==> config.mk <==
export PLATFORM = sky130hd
export DESIGN_NAME = burst_ram
export DESIGN_NICKNAME = d
export VERILOG_FILES = /design/src/rtl/burst_ram_pkg.sv /design/src/rtl/burst_ram_addr_counter.sv /design/src/rtl/burst_ram.sv
export SDC_FILE = /design/constraint.sdc
export NUM_CORES = 1
export LEC_CHECK = 0
export BUFFER_PORTS_ARGS = -buffer_cell sky130_fd_sc_hd__buf_2
export CORE_MARGIN = 2
export CORE_UTILIZATION = 65
export CTS_BUF_LIST = sky130_fd_sc_hd__clkbuf_8
export DETAILED_ROUTE_END_ITERATION = 8
export GPL_ROUTABILITY_DRIVEN = 0
export GPL_TIMING_DRIVEN = 0
export PLACE_DENSITY = 0.92
export SLEW_MARGIN = 5
export SYNTH_ARGS = -nofsm -noshare
export SYNTH_HDL_FRONTEND = slang
export SYNTH_SLANG_ARGS = --single-unit
export TNS_END_PERCENT = 20
==> constraint.sdc <==
create_clock -name clk -period 5.4 [get_ports clk]
set_clock_uncertainty 0.15 [all_clocks]
set_input_delay 0.27 -clock clk [delete_from_list [all_inputs] [get_ports clk]]
set_output_delay 0.27 -clock clk [all_outputs]
set_load 0.01 [all_outputs]
==> src/rtl/burst_ram_pkg.sv <==
// Shared types and helpers for the burst RAM: controller state encoding and
// the address-width derivation used by the top and its counter.
package burst_ram_pkg;

    typedef enum logic [2:0] {
        IDLE = 3'd0,
        WR   = 3'd1,
        RD   = 3'd2,
        DONE = 3'd3,
        ERR  = 3'd4
    } state_t;

    // Address (and burst-length) width for a given power-of-two depth.
    function automatic int addr_width(input int depth);
        return (depth <= 2) ? 1 : $clog2(depth);
    endfunction

endpackage

==> src/rtl/burst_ram_addr_counter.sv <==
// Loadable wrap-around up-counter used as the RAM address pointer.
// Wrap at 2**ADDR_W falls out of the carry chain naturally.
module burst_ram_addr_counter #(
    parameter int ADDR_W = 4
) (
    input  logic              clk,
    input  logic              reset,
    input  logic              load,
    input  logic              en,
    input  logic [ADDR_W-1:0] load_val,
    output logic [ADDR_W-1:0] count
);

    logic [ADDR_W-1:0] count_reg;
    logic [ADDR_W-1:0] count_next;
    logic [ADDR_W-1:0] carry;

    // Ripple increment: each bit toggles when all lower bits are set.
    assign carry[0] = 1'b1;

    generate
        for (genvar gi = 0; gi < ADDR_W; gi++) begin : g_bit
            assign count_next[gi] = count_reg[gi] ^ carry[gi];
            if (gi < ADDR_W - 1) begin : g_carry
                assign carry[gi+1] = carry[gi] & count_reg[gi];
            end
        end
    endgenerate

    always_ff @(posedge clk) begin
        if (reset) begin
            count_reg <= '0;
        end else if (load) begin
            count_reg <= load_val;
        end else if (en) begin
            count_reg <= count_next;
        end
    end

    assign count = count_reg;

endmodule

==> src/rtl/burst_ram.sv <==
// Single-port synchronous RAM with an internal wrapping address counter,
// serving single/burst reads and writes behind a valid/ready command port.
module burst_ram
    import burst_ram_pkg::*;
#(
    parameter int   DATA_W = 8,
    parameter int   DEPTH  = 16,
    localparam int  ADDR_W = addr_width(DEPTH)
) (
    input  logic              clk,
    input  logic              reset,
    input  logic              status,
    input  logic              cmd_valid,
    output logic              cmd_ready,
    input  logic              cmd_write,
    input  logic [ADDR_W-1:0] cmd_addr,
    input  logic [ADDR_W-1:0] cmd_len,
    input  logic [DATA_W-1:0] wr_data,
    input  logic              wr_valid,
    output logic              wr_ready,
    output logic [DATA_W-1:0] rd_data,
    output logic              rd_valid,
    output logic              done,
    output logic              err
);

    state_t            state_reg;
    state_t            state_next;
    logic [ADDR_W-1:0] beats_reg;
    logic [ADDR_W-1:0] beats_next;
    logic [ADDR_W-1:0] addr;
    logic              addr_load;
    logic              addr_en;
    logic              accept;
    logic              wr_beat;
    logic              rd_beat;

    logic [DATA_W-1:0] mem [DEPTH];
    logic [DATA_W-1:0] rd_data_reg;
    logic              rd_valid_reg;

    assign accept  = cmd_valid && (state_reg == IDLE);
    assign wr_beat = (state_reg == WR) && wr_valid;
    assign rd_beat = (state_reg == RD);

    burst_ram_addr_counter #(
        .ADDR_W (ADDR_W)
    ) u_addr (
        .clk      (clk),
        .reset    (reset),
        .load     (addr_load),
        .en       (addr_en),
        .load_val (cmd_addr),
        .count    (addr)
    );

    always_ff @(posedge clk) begin
        if (reset) begin
            state_reg <= IDLE;
            beats_reg <= '0;
        end else begin
            state_reg <= state_next;
            beats_reg <= beats_next;
        end
    end

    // beats_reg holds the number of beats still to go after the current one.
    always_comb begin
        state_next = state_reg;
        beats_next = beats_reg;
        addr_load  = 1'b0;
        addr_en    = 1'b0;
        case (state_reg)
            IDLE: begin
                if (accept) begin
                    if (cmd_write && status) begin
                        state_next = ERR;
                    end else begin
                        addr_load  = 1'b1;
                        beats_next = cmd_len;
                        state_next = cmd_write ? WR : RD;
                    end
                end
            end
            WR: begin
                if (wr_valid) begin
                    addr_en    = 1'b1;
                    beats_next = beats_reg - ADDR_W'(1);
                    if (beats_reg == '0) begin
                        state_next = DONE;
                    end
                end
            end
            RD: begin
                addr_en    = 1'b1;
                beats_next = beats_reg - ADDR_W'(1);
                if (beats_reg == '0) begin
                    state_next = DONE;
                end
            end
            DONE:    state_next = IDLE;
            ERR:     state_next = IDLE;
            default: state_next = IDLE;
        endcase
    end

    // A reset arriving on a beat cycle must not commit that beat.
    always_ff @(posedge clk) begin
        if (wr_beat && !reset) begin
            mem[addr] <= wr_data;
        end
    end

    always_ff @(posedge clk) begin
        if (reset) begin
            rd_data_reg  <= '0;
            rd_valid_reg <= 1'b0;
        end else begin
            rd_valid_reg <= rd_beat;
            if (rd_beat) begin
                rd_data_reg <= mem[addr];
            end
        end
    end

    assign cmd_ready = (state_reg == IDLE);
    assign wr_ready  = (state_reg == WR);
    assign done      = (state_reg == DONE);
    assign err       = (state_reg == ERR);
    assign rd_data   = rd_data_reg;
    assign rd_valid  = rd_valid_reg;

endmodule

Word level (Yosys, flattened, before mapping)
Memory sizes are Yosys's and may differ from the RTL's. A register that Yosys moved wholly into a read port is not among the register bits.
Index checks and enable logic that the tools add are counted.
{"block": "op_classes", "addsub": 1, "reduce_logical": 11, "n_bitwise": 6, "mux": 19, "n_eq_ne": 7}
{"op": "$mux W4", "n": 5}
{"op": "$mux W3", "n": 4}
{"op": "$pmux W4 S3", "n": 1}
{"op": "$pmux W3 S3", "n": 1}
{"op": "$eq A3 B2 Y1 const B", "n": 2}
{"op": "$mux W1", "n": 6}
{"op": "$logic_and A1 B1 Y1", "n": 4}
{"op": "$logic_not A4 Y1", "n": 1}
{"op": "$ne A2 B2 Y1 const B", "n": 2}
{"op": "$reduce_and A4 Y1", "n": 1}
{"op": "$sub A4 B1 Y4 const B", "n": 1}
{"op": "$eq A3 B1 Y1 const B", "n": 1}
{"op": "$eq A3 B3 Y1 const B", "n": 1}
{"op": "$logic_not A3 Y1", "n": 1}
{"op": "$reduce_bool A3 Y1", "n": 1}
{"op": "$xor A1 B1 Y1", "n": 3}
{"op": "$and A1 B1 Y1", "n": 2}
{"op": "$mux W2", "n": 1}
{"op": "$ne A2 B1 Y1 const B", "n": 1}
{"op": "$pmux W1 S2", "n": 1}
{"op": "$reduce_and A2 Y1", "n": 1}
{"op": "$reduce_bool A2 Y1", "n": 1}
{"op": "$logic_not A1 Y1", "n": 1}
{"op": "$not A1 Y1", "n": 1}
{"block": "word_totals", "register_bits": 12, "elab_cells": 49, "input_bits": 22, "mem_count": 1, "out_inout_bits": 13, "ramBits": 128}
{"memory": "mem", "words": 16, "word_bits": 8, "rd": 1, "rd_ports_with_merged_regs": 1, "write_ports": 1, "line_no": "burst_ram.sv:38", "rtl": "logic [DATA_W-1:0] mem [DEPTH];"}

Longest topological paths before layout
{"block": "logic_depth", "ltp_word": 5, "depth_mapped": 7, "depth_no_buf": 6}

Hierarchy
Synthesis repeated with hierarchy kept, for this count alone.
{"block": "hier_totals", "hier_cells": 353, "hier_area_um2": 6005.8}
{"mod": "burst_ram", "instances": 1, "cells_per_inst": 332, "area_each_um2": 5785.5, "seq_area_each_um2": 4164.0}
{"mod": "burst_ram_addr_counter", "instances": 1, "cells_per_inst": 21, "area_each_um2": 220.2, "seq_area_each_um2": 80.1}

Worst setup path before layout
No wires, ideal clock.
{"block": "synth_path", "path_kind": "reg2reg", "startpoint": "reg state_reg[2]", "endpoint": "mem mem[12][0], enable pin", "arrival_ps": 1684, "setup_ps": 370, "path_stages_with_launch": 7, "n_path_buf": 2, "slack_ps": 3196, "required_time_ps": 4880, "synth_period_minus_slack_ps": 2204, "cell_sequence": "dfxtp_1 > buf_6 > or3b_1 > buf_6 > nor3b_2 > nand2_1 > nor2_1"}
{"block": "synth_via", "elab_chain_len": 5}
{"element": "start, declared", "line_no": "burst_ram.sv:27", "rtl": "state_t state_reg;"}
{"element": "start signal, assigned", "line_no": "burst_ram.sv:62", "rtl": "state_reg <= state_next;"}
{"element": "$eq A3 B1 Y1", "line_no": "burst_ram.sv:43", "rtl": "assign wr_beat = (state_reg == WR) && wr_valid;"}
{"element": "$logic_and A1 B1 Y1", "line_no": "burst_ram.sv:43"}
{"element": "$logic_and A1 B1 Y1", "line_no": "burst_ram.sv:109", "rtl": "if (wr_beat && !reset) begin"}
{"element": "$mux W1", "line_no": "burst_ram.sv:109"}
{"element": "$mux W1 (not written as such)", "line_no": "burst_ram.sv:110", "rtl": "mem[addr] <= wr_data;"}
{"element": "end, declared", "line_no": "burst_ram.sv:38"}
Every way passes these cells.

Final worst setup path
{"block": "layout_path", "startpoint": "reg state_reg[2]", "endpoint": "mem mem[10][4], enable pin"}
The elaborated chain is that of the path after synthesis.

==> run summary <==
post-synthesis to final-layout area growth - 12.3%
Initial Util - 0.664
Worst Setup Start Kind - flip-flop
Die Ht - 101 µm
Reg area - 4240 µm²
overall routed net length - 13300 µm
worst setup margin - 2.68 ns
RSZ-0062 raised after global routing - no
YS warnings - 0
Arr. time, crit path - 2.63 ns
CTS buffer count - 17
most common cell in the netlist - edfxtp_1
static leakage - 0.00225 µW
via count - 3812
vias in the first global route - 3747
ys flop type - edfxtp_1
Mean Syn Cell Area - 15.8 µm²
num ports - 35
Slowest-stage cell, CP - nor2_1
diodes inserted - 0
DRC Markers - 0
Buf/Inv on CP - 2
DRT Pass-1 Iters - 6
Post-CTS Resized - 0
post-synthesis cell type count - 49
synthesized net count - 412
top post-synthesis cells by count - 128 x edfxtp_1, 39 x nor2_1, 30 x mux2i_1
Critical Path End Type - flip-flop
crit-path max cell delay - 0.68 ns
#FFs+latches synth - 148
VDD IR-drop max - 0.249 mV
EDFF count, synth - 128
1st-iter DRT viols - 549
Least-Margin Pin Slew - 0.817 ns
max reg flops - 128
Clock Path Buffers - 2
hpwl dp - 8890 µm
Die ar. - 10100 µm²
worst-path fanout max - 10
# rows - 35
leading area contributor after synthesis - edfxtp_1
area of the core - 9150 µm²
Synth Instances - 384
status - completed
routed wire length per instance - 23.5 µm
Crit Path Class - flip-flop to flip-flop
# nets final - 471
fill count - 476
Synth area leaders - edfxtp_1 63%, dfxtp_1 6.6%, mux4_2 6.3%, mux2i_1 4.9%, nor2_1 2.4%
Port Buffers - 34
Tcrit/Tclk final - 0.505
layout cells sized above 1 - 0.224
Period minus WS final - 2.72 ns
max-cap viol count - 0
Setup TNS Final - 0 ns
largest net degree at the start of global routing - 17
Crit path max-delay family - simple AND/OR/NAND/NOR gates
Post-CTS Hold Fix Bufs - 6
pre-CTS setup slack - 2.71 ns
post-synthesis sequential area ratio - 0.698
total track usage - 0.283
Max Fclk - 367 MHz
most frequent cell on the critical path - buf_6
Final Hold Viols - 0
critical path cell sequence - buf_6 -> or3b_1 -> buf_6 -> nor3b_2 -> nand2_1 -> nor2_1
relative slew slack - 0.453
first-pass GRT wire length - 20400 µm
via/cell ratio - 6.72
TritonCTS clock tree - yes
Num Clock Sinks - 148
Syn Std Cell Area - 6080 µm²
multi-input logic area - 1670 µm²
Clock transition at path regs - 0.08 ns
die width - 101 µm
Clk Latency, worst-skew pair - 0.44 ns
Overflow after GRT - 0
initial antenna violation count - 0
htree depth - 4
setup violators final - 0
worst hold path type - input port to flip-flop
top-area cell type share of the netlist area - 0.632
async set-reset flop share out of synthesis - 0
setup bufs post-CTS - 0
Critical Path RT - 5.31 ns
Final ANT Viol Nets - 0
power per cell area - 451 nW/µm²
Max Slew Vio Count - 0
clock root buffer master - clkbuf_8
[worst paths after layout]
check                from      endpoint  slack (ns)  depth (start not counted)
max          state_reg[2]    mem[10][4]        2.68                          6
min             cmd_write  state_reg[1]        0.04                          4
max reg2reg  state_reg[2]    mem[10][4]        2.68                          6
min reg2reg  beats_reg[2]  beats_reg[2]        0.36                          2
[per-layer routing]
layer  global-route usage  wire, µm
met5                    0         0
met4                0.151       623
met1                0.373      4780
met3               0.0804      1610
met2                0.434      6320
[cells in the final DEF, fill, tap and decap left out, drive strengths merged, types with 6 or more instances in the layout]
cell type | netlist | routed
edfxtp | 128 | 128
clkinv | 1 | 6
nand2b | 8 | 8
nor3 | 14 | 14
dlygate4sd3 | 0 | 6
dfxtp | 20 | 20
clkinvlp | 0 | 6
mux2i | 30 | 30
o32ai | 6 | 6
nand2 | 10 | 10
mux4 | 17 | 17
nor2 | 40 | 40
inv | 5 | 7
buf | 16 | 50
a22oi | 8 | 8
clkbuf | 7 | 24
a211oi | 10 | 10
a21oi | 7 | 7
ha | 6 | 6
nor4 | 8 | 8
[worst reg2reg max path, delay by kind of cell (launching register included)]
family        cells  cell delay (ns)
buf+inv           2             0.28
flops             1             0.31
simple gates      4             1.60
[power by group]
part	internal (µW)	switching (µW)	leakage [µW]
sequential	1310	49.1	0.00132
combinational	374	549	0.000755
clock	403	394	0.000180
total	2080	993	0.00225
[kinds of logic after synthesis]
logic type | synth area share
AND/OR/NAND/NOR | 0.0870
multiplexers | 0.112
buffers and inverters | 0.0270
XOR/XNOR | 0.00288
adder cells (fa/ha/maj) | 0.0123
flip-flops | 0.698
AO/OA/AOI/OAI | 0.0605
[through the flow]
stage,hold WS (ns),utilization,instances,cell area [µm²],power [µW]
5_1_grt,0.0521,0.746,567,6830,3190
4_1_cts,0.0254,0.746,567,6830,3060
3_3_place_gp,0.333,0.698,529,6390,2220
6_report,0.0408,0.746,567,6830,3080
3_5_place_dp,0.341,0.698,529,6390,2270
2_1_floorplan,0.219,-,384,6080,2000
[cell type report]
cell class              instances  area share
flip-flops and latches        148       0.622
clock buffers                  17      0.0343
multi-input cells             207       0.245
plain buffers                  23      0.0200
clock inverters                15      0.0211
repair buffers                 40      0.0337
well taps                     111      0.0203
inverters                       6     0.00403
No activity file was read; power rests on OpenSTA's default activity.
